[src/rtl/loader_pkg.sv]
// loader_pkg: shared types and constants for the boot-time instruction loader.
//   loaderState_e : receive FSM states
//   HiResvMask    : bits of a word's high byte that must be zero
//   InstrWidth    : instruction word width
`timescale 1ns/1ps
package loader_pkg;

    typedef enum logic [2:0] {
        StIdle,
        StLenLo,
        StLenHi,
        StInsLo,
        StInsHi,
        StChk,
        StDone,
        StErr
    } loaderState_e;

    localparam logic [7:0] HiResvMask = 8'hFE;
    localparam int unsigned InstrWidth = 9;

endpackage

[src/rtl/inst_loader.sv]
// inst_loader: receives a framed program over a byte stream and writes it into the
// instruction memory from address 0, holding the core in reset until the frame checksum
// verifies.
//
// Ports
//   Clk        in   system clock
//   Reset      in   synchronous active-high reset, returns to IDLE
//   Start      in   pulse; begins reception from IDLE, DONE or ERR
//   InValid    in   InData carries a byte
//   InData     in   stream byte
//   InReady    out  a byte is accepted this cycle if InValid is also high
//   WrEn       out  one-cycle instruction memory write strobe
//   WrAddr     out  write address (word index)
//   WrData     out  9-bit instruction word
//   CoreReset  out  core/PC hold-reset; low only after a successful load
//   Busy       out  frame reception in progress
//   LoadDone   out  frame accepted with good checksum (held until next Start)
//   LoadErr    out  frame rejected (held until next Start)
`timescale 1ns/1ps
module inst_loader
    import loader_pkg::*;
#(
    parameter int unsigned P = 12
) (
    input  logic                  Clk,
    input  logic                  Reset,
    input  logic                  Start,
    input  logic                  InValid,
    input  logic [7:0]            InData,
    output logic                  InReady,
    output logic                  WrEn,
    output logic [P-1:0]          WrAddr,
    output logic [InstrWidth-1:0] WrData,
    output logic                  CoreReset,
    output logic                  Busy,
    output logic                  LoadDone,
    output logic                  LoadErr
);

    // Word counts run 0..2^P, so counters carry one extra bit.
    localparam logic [P:0]  IdxOne   = (P + 1)'(1);
    localparam logic [16:0] MaxWords = 17'(1) << P;

    loaderState_e stateQ, stateD;

    logic [7:0]   accQ;
    logic [7:0]   lenLoQ;
    logic [P:0]   lenQ;
    logic [P:0]   wordIdxQ;
    logic [7:0]   insLoQ;

    logic         wrEnQ;
    logic [P-1:0] wrAddrQ;
    logic [InstrWidth-1:0] wrDataQ;
    logic         coreResetQ;

    logic         receiving;
    logic         accept;
    logic         restart;
    logic         clearAll;
    logic         hiOk;
    logic         wordCommit;
    logic [15:0]  lenFull;
    logic         lenTooBig;

    always_comb begin
        receiving = (stateQ == StLenLo) || (stateQ == StLenHi) || (stateQ == StInsLo) ||
                    (stateQ == StInsHi) || (stateQ == StChk);
        accept     = InValid && receiving;
        restart    = Start && ((stateQ == StDone) || (stateQ == StErr));
        // IDLE keeps everything cleared; a restart from DONE/ERR clears the same way.
        clearAll   = (stateQ == StIdle) || restart;
        hiOk       = (InData & HiResvMask) == 8'h00;
        wordCommit = accept && (stateQ == StInsHi) && hiOk;
        lenFull    = {InData, lenLoQ};
        // Any bit at P or above beyond exactly 2^P is out of range.
        lenTooBig  = {1'b0, lenFull} > MaxWords;
    end

    // Next-state logic
    always_comb begin
        stateD = stateQ;
        unique case (stateQ)
            StIdle: begin
                if (Start) stateD = StLenLo;
            end
            StLenLo: begin
                if (accept) stateD = StLenHi;
            end
            StLenHi: begin
                if (accept) begin
                    if (lenTooBig)              stateD = StErr;
                    else if (lenFull == 16'h0)  stateD = StChk;
                    else                        stateD = StInsLo;
                end
            end
            StInsLo: begin
                if (accept) stateD = StInsHi;
            end
            StInsHi: begin
                if (accept) begin
                    if (!hiOk)                               stateD = StErr;
                    else if ((wordIdxQ + IdxOne) == lenQ)    stateD = StChk;
                    else                                     stateD = StInsLo;
                end
            end
            StChk: begin
                if (accept) stateD = (InData == accQ) ? StDone : StErr;
            end
            StDone, StErr: begin
                if (Start) stateD = StLenLo;
            end
            default: stateD = StIdle;
        endcase
    end

    always_ff @(posedge Clk) begin
        if (Reset) begin
            stateQ <= StIdle;
        end else begin
            stateQ <= stateD;
        end
    end

    // XOR of every frame byte ahead of CHK.
    always_ff @(posedge Clk) begin
        if (Reset || clearAll) begin
            accQ <= 8'h00;
        end else if (accept && (stateQ != StChk)) begin
            accQ <= accQ ^ InData;
        end
    end

    // Length capture and word counter.
    always_ff @(posedge Clk) begin
        if (Reset || clearAll) begin
            lenLoQ   <= 8'h00;
            lenQ     <= '0;
            wordIdxQ <= '0;
        end else if (accept) begin
            if (stateQ == StLenLo) lenLoQ <= InData;
            if ((stateQ == StLenHi) && !lenTooBig) lenQ <= lenFull[P:0];
            if (wordCommit) wordIdxQ <= wordIdxQ + IdxOne;
        end
    end

    // Write register: the word commits on the cycle after its high byte is taken. The
    // address comes from the pre-increment index, so it never wraps at 2^P words.
    always_ff @(posedge Clk) begin
        if (Reset) begin
            wrEnQ   <= 1'b0;
            wrAddrQ <= '0;
            wrDataQ <= '0;
            insLoQ  <= 8'h00;
        end else begin
            wrEnQ <= wordCommit;
            if (wordCommit) begin
                wrAddrQ <= wordIdxQ[P-1:0];
                wrDataQ <= {InData[0], insLoQ};
            end else if (clearAll) begin
                wrAddrQ <= '0;
            end
            if (accept && (stateQ == StInsLo)) insLoQ <= InData;
        end
    end

    // Core release lags DONE entry by one cycle; a Start in DONE re-asserts it next edge.
    always_ff @(posedge Clk) begin
        if (Reset) begin
            coreResetQ <= 1'b1;
        end else begin
            coreResetQ <= !((stateQ == StDone) && !Start);
        end
    end

    always_comb begin
        InReady   = receiving;
        Busy      = receiving;
        WrEn      = wrEnQ;
        WrAddr    = wrAddrQ;
        WrData    = wrDataQ;
        CoreReset = coreResetQ;
        LoadDone  = (stateQ == StDone);
        LoadErr   = (stateQ == StErr);
    end

endmodule

[config.mk]
export PLATFORM = sky130hd
export DESIGN_NAME = inst_loader
export DESIGN_NICKNAME = d
export VERILOG_FILES = /design/src/rtl/loader_pkg.sv /design/src/rtl/inst_loader.sv
export SDC_FILE = /design/constraint.sdc
export NUM_CORES = 1
export LEC_CHECK = 0
export BUFFER_PORTS_ARGS = -buffer_cell sky130_fd_sc_hd__buf_4
export CORE_MARGIN = 10
export CORE_UTILIZATION = 58
export DETAILED_ROUTE_END_ITERATION = 8
export PLACE_DENSITY = 0.84
export SYNTH_ARGS = -nofsm -noshare
export SYNTH_HDL_FRONTEND = slang
export SYNTH_SLANG_ARGS = --single-unit
export TNS_END_PERCENT = 5
[constraint.sdc]
create_clock -name Clk -period 2.35 [get_ports Clk]
set_input_delay 0.47 -clock Clk [delete_from_list [all_inputs] [get_ports Clk]]
set_output_delay 0.47 -clock Clk [all_outputs]
set_load 0.01 [all_outputs]
==> summary.md <==
| Metric | Value |
|---|---|
| Result of the run | finished, final reports clean |
| Clock network latency to the later pin of the worst-skew pair | 350 ps |
| Post-route DRC violation count | 0 |
| GRT Max-Usage Layer | met2 |
| Instance count along the most critical hold path | 3 |
| Antenna violations before repair | 0 |
| LEAKAGE | 0.001473 µW |
| Cells on worst reg2reg path | 7 |
| Number of H-tree levels | 3 |
| Number of standard-cell rows in the floorplan | 28 |
| Proportion of register bits with asynchronous set or reset after synthesis | 0% |
| Compound-Gate Fraction of Synth Area | 10.62% |
| Pre-CTS setup slack | 120.7 ps |
| Routed wirelength normalized by instance count | 16.05 µm |
| Met1 routing resource usage after global routing | 22.59% |
| First-pass iteration count of the detailed router | 5 |
| Area share of the largest cell type after synthesis | 41.66% |
| Simple-gate share of the synthesized area | 26.10% |
| Final setup violation count | 0 |
| Area used by multi-input combinational logic | 1942 µm² |
| Worst-Margin Slew | 481.1 ps |
| Core footprint | 6026 µm² |
| Type of the worst min-delay path | input pin to flip-flop |
| Pin count of the biggest net entering global routing | 38 |
| Worst Hold Path EP | CoreReset$_SDFF_PP1_ |
| Number of synthesized register bits | 76 |
| Most instantiated flip-flop cell in the synthesis netlist | sky130_fd_sc_hd__dfxtp_1 |
| Warning count from the yosys run | 0 |
| Count of nets left with antenna violations after detail routing | 0 |
| Post-Syn Instances | 425 |
| Sequential cell area in the final layout | 1521 µm² |
| Unrepaired setup endpoints after global routing | no |
| Tcrit/Tclk final | 91.62% |
| Pwr per Cell Area | 728.0 nW/µm² |
| Die extent in x | 99.36 µm |
| Final Wtd Congestion | 0.9022 |
| First-pass GRT wire length | 14,150 µm |
| Crit end category | flip-flop |
| CTS resizes | 0 |
| Maximum operating frequency | 0.4644 GHz |
| Die span in y | 99.36 µm |
| Count of port buffers added during placement | 38 |
| Number of global-route vias before repair | 2,828 |
| Post-synthesis cell type count | 49 |
| Biggest area consumer among synthesized cells | sky130_fd_sc_hd__dfxtp_1 |
| Reported net switching power | 956.9 µW |
| Synthesized net count | 438 |
| Fill cell total of the finished layout | 483 |
| Total Routed Length | 8555 µm |
| Kind of critical path | flip-flop to flip-flop |
| Part of the total power dissipated in combinational logic | 21.4% |
| Synth top area cells | sky130_fd_sc_hd__dfxtp_1 (42%), sky130_fd_sc_hd__nand2_1 (6.7%), sky130_fd_sc_hd__mux2i_1 (6.0%) |
| Required time of the worst setup path | 2580 ps |
| Critical register-to-register path startpoint | wordIdxQ[1]$_SDFFE_PP0P_ |
| Max Cap Violations | 0 |
| Initial detailed-routing violation count | 282 |
| Worst flop-to-flop path endpoint | stateQ[1]$_SDFFE_PP0P_ |
| Fraction of final layout cells with drive strength greater than 1 | 17.47% |
| Critical path arrival | 2380 ps |
| Number of max-slew violations in the final report | 0 |
| Met2 Usage GRT | 27.10% |
| Dominant combinational cell family by area after synthesis | simple AND/OR/NAND/NOR gates |
| Max Clock Skew | 5.235 ps |
| CTS root buffer | sky130_fd_sc_hd__clkbuf_8 |
| DP Wirelength | 6253 µm |
| Hold Violations, Final | 0 |
| Die area | 9871 µm² |
| Clock-pin slew of the registers on the worst-case setup and hold paths | 80 ps |
| Worst slew slack as a fraction of its limit | 67.92% |
| Final WS setup | 196.8 ps |
| Clock tree from TritonCTS | built |
| Multiplexer share of the synthesized area | 6.029% |
| Sequential group share of total power | 45.6% |
| EDFF count, synth | 0 |
| Met3 routing resource usage after global routing | 6.021% |
| Post-layout net count | 466 |
| Hold wc startpoint | Start |
| Critical path launch point type | flip-flop |
| IR Drop Worst-Case VDD | 0.0006028 V |
| Area growth syn-to-layout | 14.08% |
| Starting Density | 60.61% |
| Ratio of routed vias to standard cells | 5.707 |
| Cell internal power dissipation | 2076 µW |
| Sequential fraction of the synthesis area | 41.66% |
| Hold buffer count at cts | 0 |
| Ant diodes | 0 |
| Adder-cell share of the synthesized area | 0.3426% |
| Total via count in the routed design | 3,042 |
| Post-Synthesis Cell Area | 3652 µm² |
| Setup TNS after final layout | 0 ps |
| Total global routing overflow | 0 |
| Fraction of synthesized cell area in xor and xnor cells | 10.07% |
| Part of the total power dissipated in the clock network | 33.0% |
| Longest Clk Path Bufs | 2 |
| Final core utilization | 69.14% |
| Global-route usage over all layers | 17.47% |
| Total I/O pin count | 39 |
| Number of clock sinks | 76 |
| Net switching fraction of the power | 31.55% |
| Time the worst path needs with I/O delays and setup | 2153 ps |
| R2r setup slk | 200 ps |
| Clock buffer count from CTS | 9 |
| Post-CTS setup-driven buffer insertion count | 0 |
| Synth Area per Inst | 8.594 µm² |
| Worst-path maximum fanout | 6 |
-- power by group through the flow --
stage	logic, µW	clock network (µW)	registers (µW)
finish	649	1000	1380
global route	712	1070	1390
floorplan	475	0	1400
detailed placement	641	0	1410
global placement	637	0	1410
CTS	645	1010	1380
-- placed cells by master, fill, tap and decap left out, types with 3 or more instances in the layout --
| cell type | count |
|---|---|
| sky130_fd_sc_hd__clkinv_4 | 3 |
| sky130_fd_sc_hd__nor4_1 | 4 |
| sky130_fd_sc_hd__nor3_1 | 7 |
| sky130_fd_sc_hd__nor2b_1 | 4 |
| sky130_fd_sc_hd__mux2i_1 | 22 |
| sky130_fd_sc_hd__buf_4 | 51 |
| sky130_fd_sc_hd__nand3_1 | 20 |
| sky130_fd_sc_hd__o21ai_0 | 5 |
| sky130_fd_sc_hd__clkbuf_8 | 9 |
| sky130_fd_sc_hd__and3_1 | 4 |
| sky130_fd_sc_hd__xor2_1 | 22 |
| sky130_fd_sc_hd__nor2_1 | 49 |
| sky130_fd_sc_hd__nand2_1 | 65 |
| sky130_fd_sc_hd__dfxtp_1 | 76 |
| sky130_fd_sc_hd__nand4_1 | 6 |
| sky130_fd_sc_hd__a21oi_1 | 37 |
| sky130_fd_sc_hd__or3_1 | 4 |
| sky130_fd_sc_hd__nor3b_1 | 3 |
| sky130_fd_sc_hd__xnor2_1 | 20 |
| sky130_fd_sc_hd__nor4_2 | 3 |
| sky130_fd_sc_hd__and4_1 | 6 |
-- area by class of cell --
class	instances	share of cell area, %
multi-input combinational	312	46.61
sequential	76	36.52
timing repair buffer	52	9.670
clock buffer	9	2.973
tap	75	2.252
clock inverter	7	1.802
inverter	2	0.1802
-- how the worst max path moves through the flow --
stage / startpoint / to / cells after the start
3_5_place_dp: InData[4] / wordIdxQ[11]$_SDFFE_PP0P_ / 7
2_1_floorplan: InData[0] / stateQ[1]$_SDFFE_PP0P_ / 7
4_1_cts: wordIdxQ[3]$_SDFFE_PP0P_ / stateQ[1]$_SDFFE_PP0P_ / 6
5_1_grt: wordIdxQ[1]$_SDFFE_PP0P_ / stateQ[1]$_SDFFE_PP0P_ / 7
6_report: wordIdxQ[1]$_SDFFE_PP0P_ / stateQ[1]$_SDFFE_PP0P_ / 7
3_3_place_gp: InData[1] / stateQ[1]$_SDFFE_PP0P_ / 7
-- synthesized netlist by cell type, drive strengths merged, types with 5 or more instances --
master and n:
nand4 7, nand2 65, clkbuf 22, nor2 50
o21ai 5, nor3 8, nand3 20, xor2 22
xnor2 20, a21oi 37, and4 6, nor4 8
buf 13, mux2i 22, dfxtp 76
-- registers in the layout, indices dropped and copies added, names as in the netlist --
name / flops
WrData: 9
accQ: 8
wordIdxQ: 13
insLoQ: 8
stateQ: 3
WrEn: 1
lenLoQ: 8
lenQ: 13
WrAddr: 12
CoreReset: 1
-- routing by layer --
layer  vias to the layer above  part of all wire, %
li1                       1510                    -
met1                      1428                   45
met2                        98                   47
met3                         6                  7.0
met4                         0                 0.96
met5                         -                    0
-- metrics by stage --
step / total power [µW] / hold WS [ps] / cell area [µm²] / cells
after floorplan: 1875 / 432.1 / 3652 / 425
after global routing: 3173 / 344.8 / 4167 / 533
after detailed placement: 2052 / 448.1 / 3968 / 517
final: 3033 / 344.2 / 4167 / 533
after CTS: 3041 / 335.7 / 4167 / 533
after global placement: 2048 / 442.7 / 3968 / 517
-- logic make-up after synthesis --
family          Yosys count
xor+xnor                 42
buf+inv                  37
mux                      22
fa+ha+maj                 1
flops                    76
simple gates            188
compound gates           59
-- worst max-delay path, stage by stage, from the launching register on --
cell,delay (ps)
sky130_fd_sc_hd__dfxtp_1,430
sky130_fd_sc_hd__ha_1,280
sky130_fd_sc_hd__nand3_1,190
sky130_fd_sc_hd__nor2_1,350
sky130_fd_sc_hd__and4b_1,280
sky130_fd_sc_hd__o22ai_2,90
sky130_fd_sc_hd__nor4_2,320
sky130_fd_sc_hd__a2111oi_2,80
Note: power is estimated with default switching activity, not from simulation.
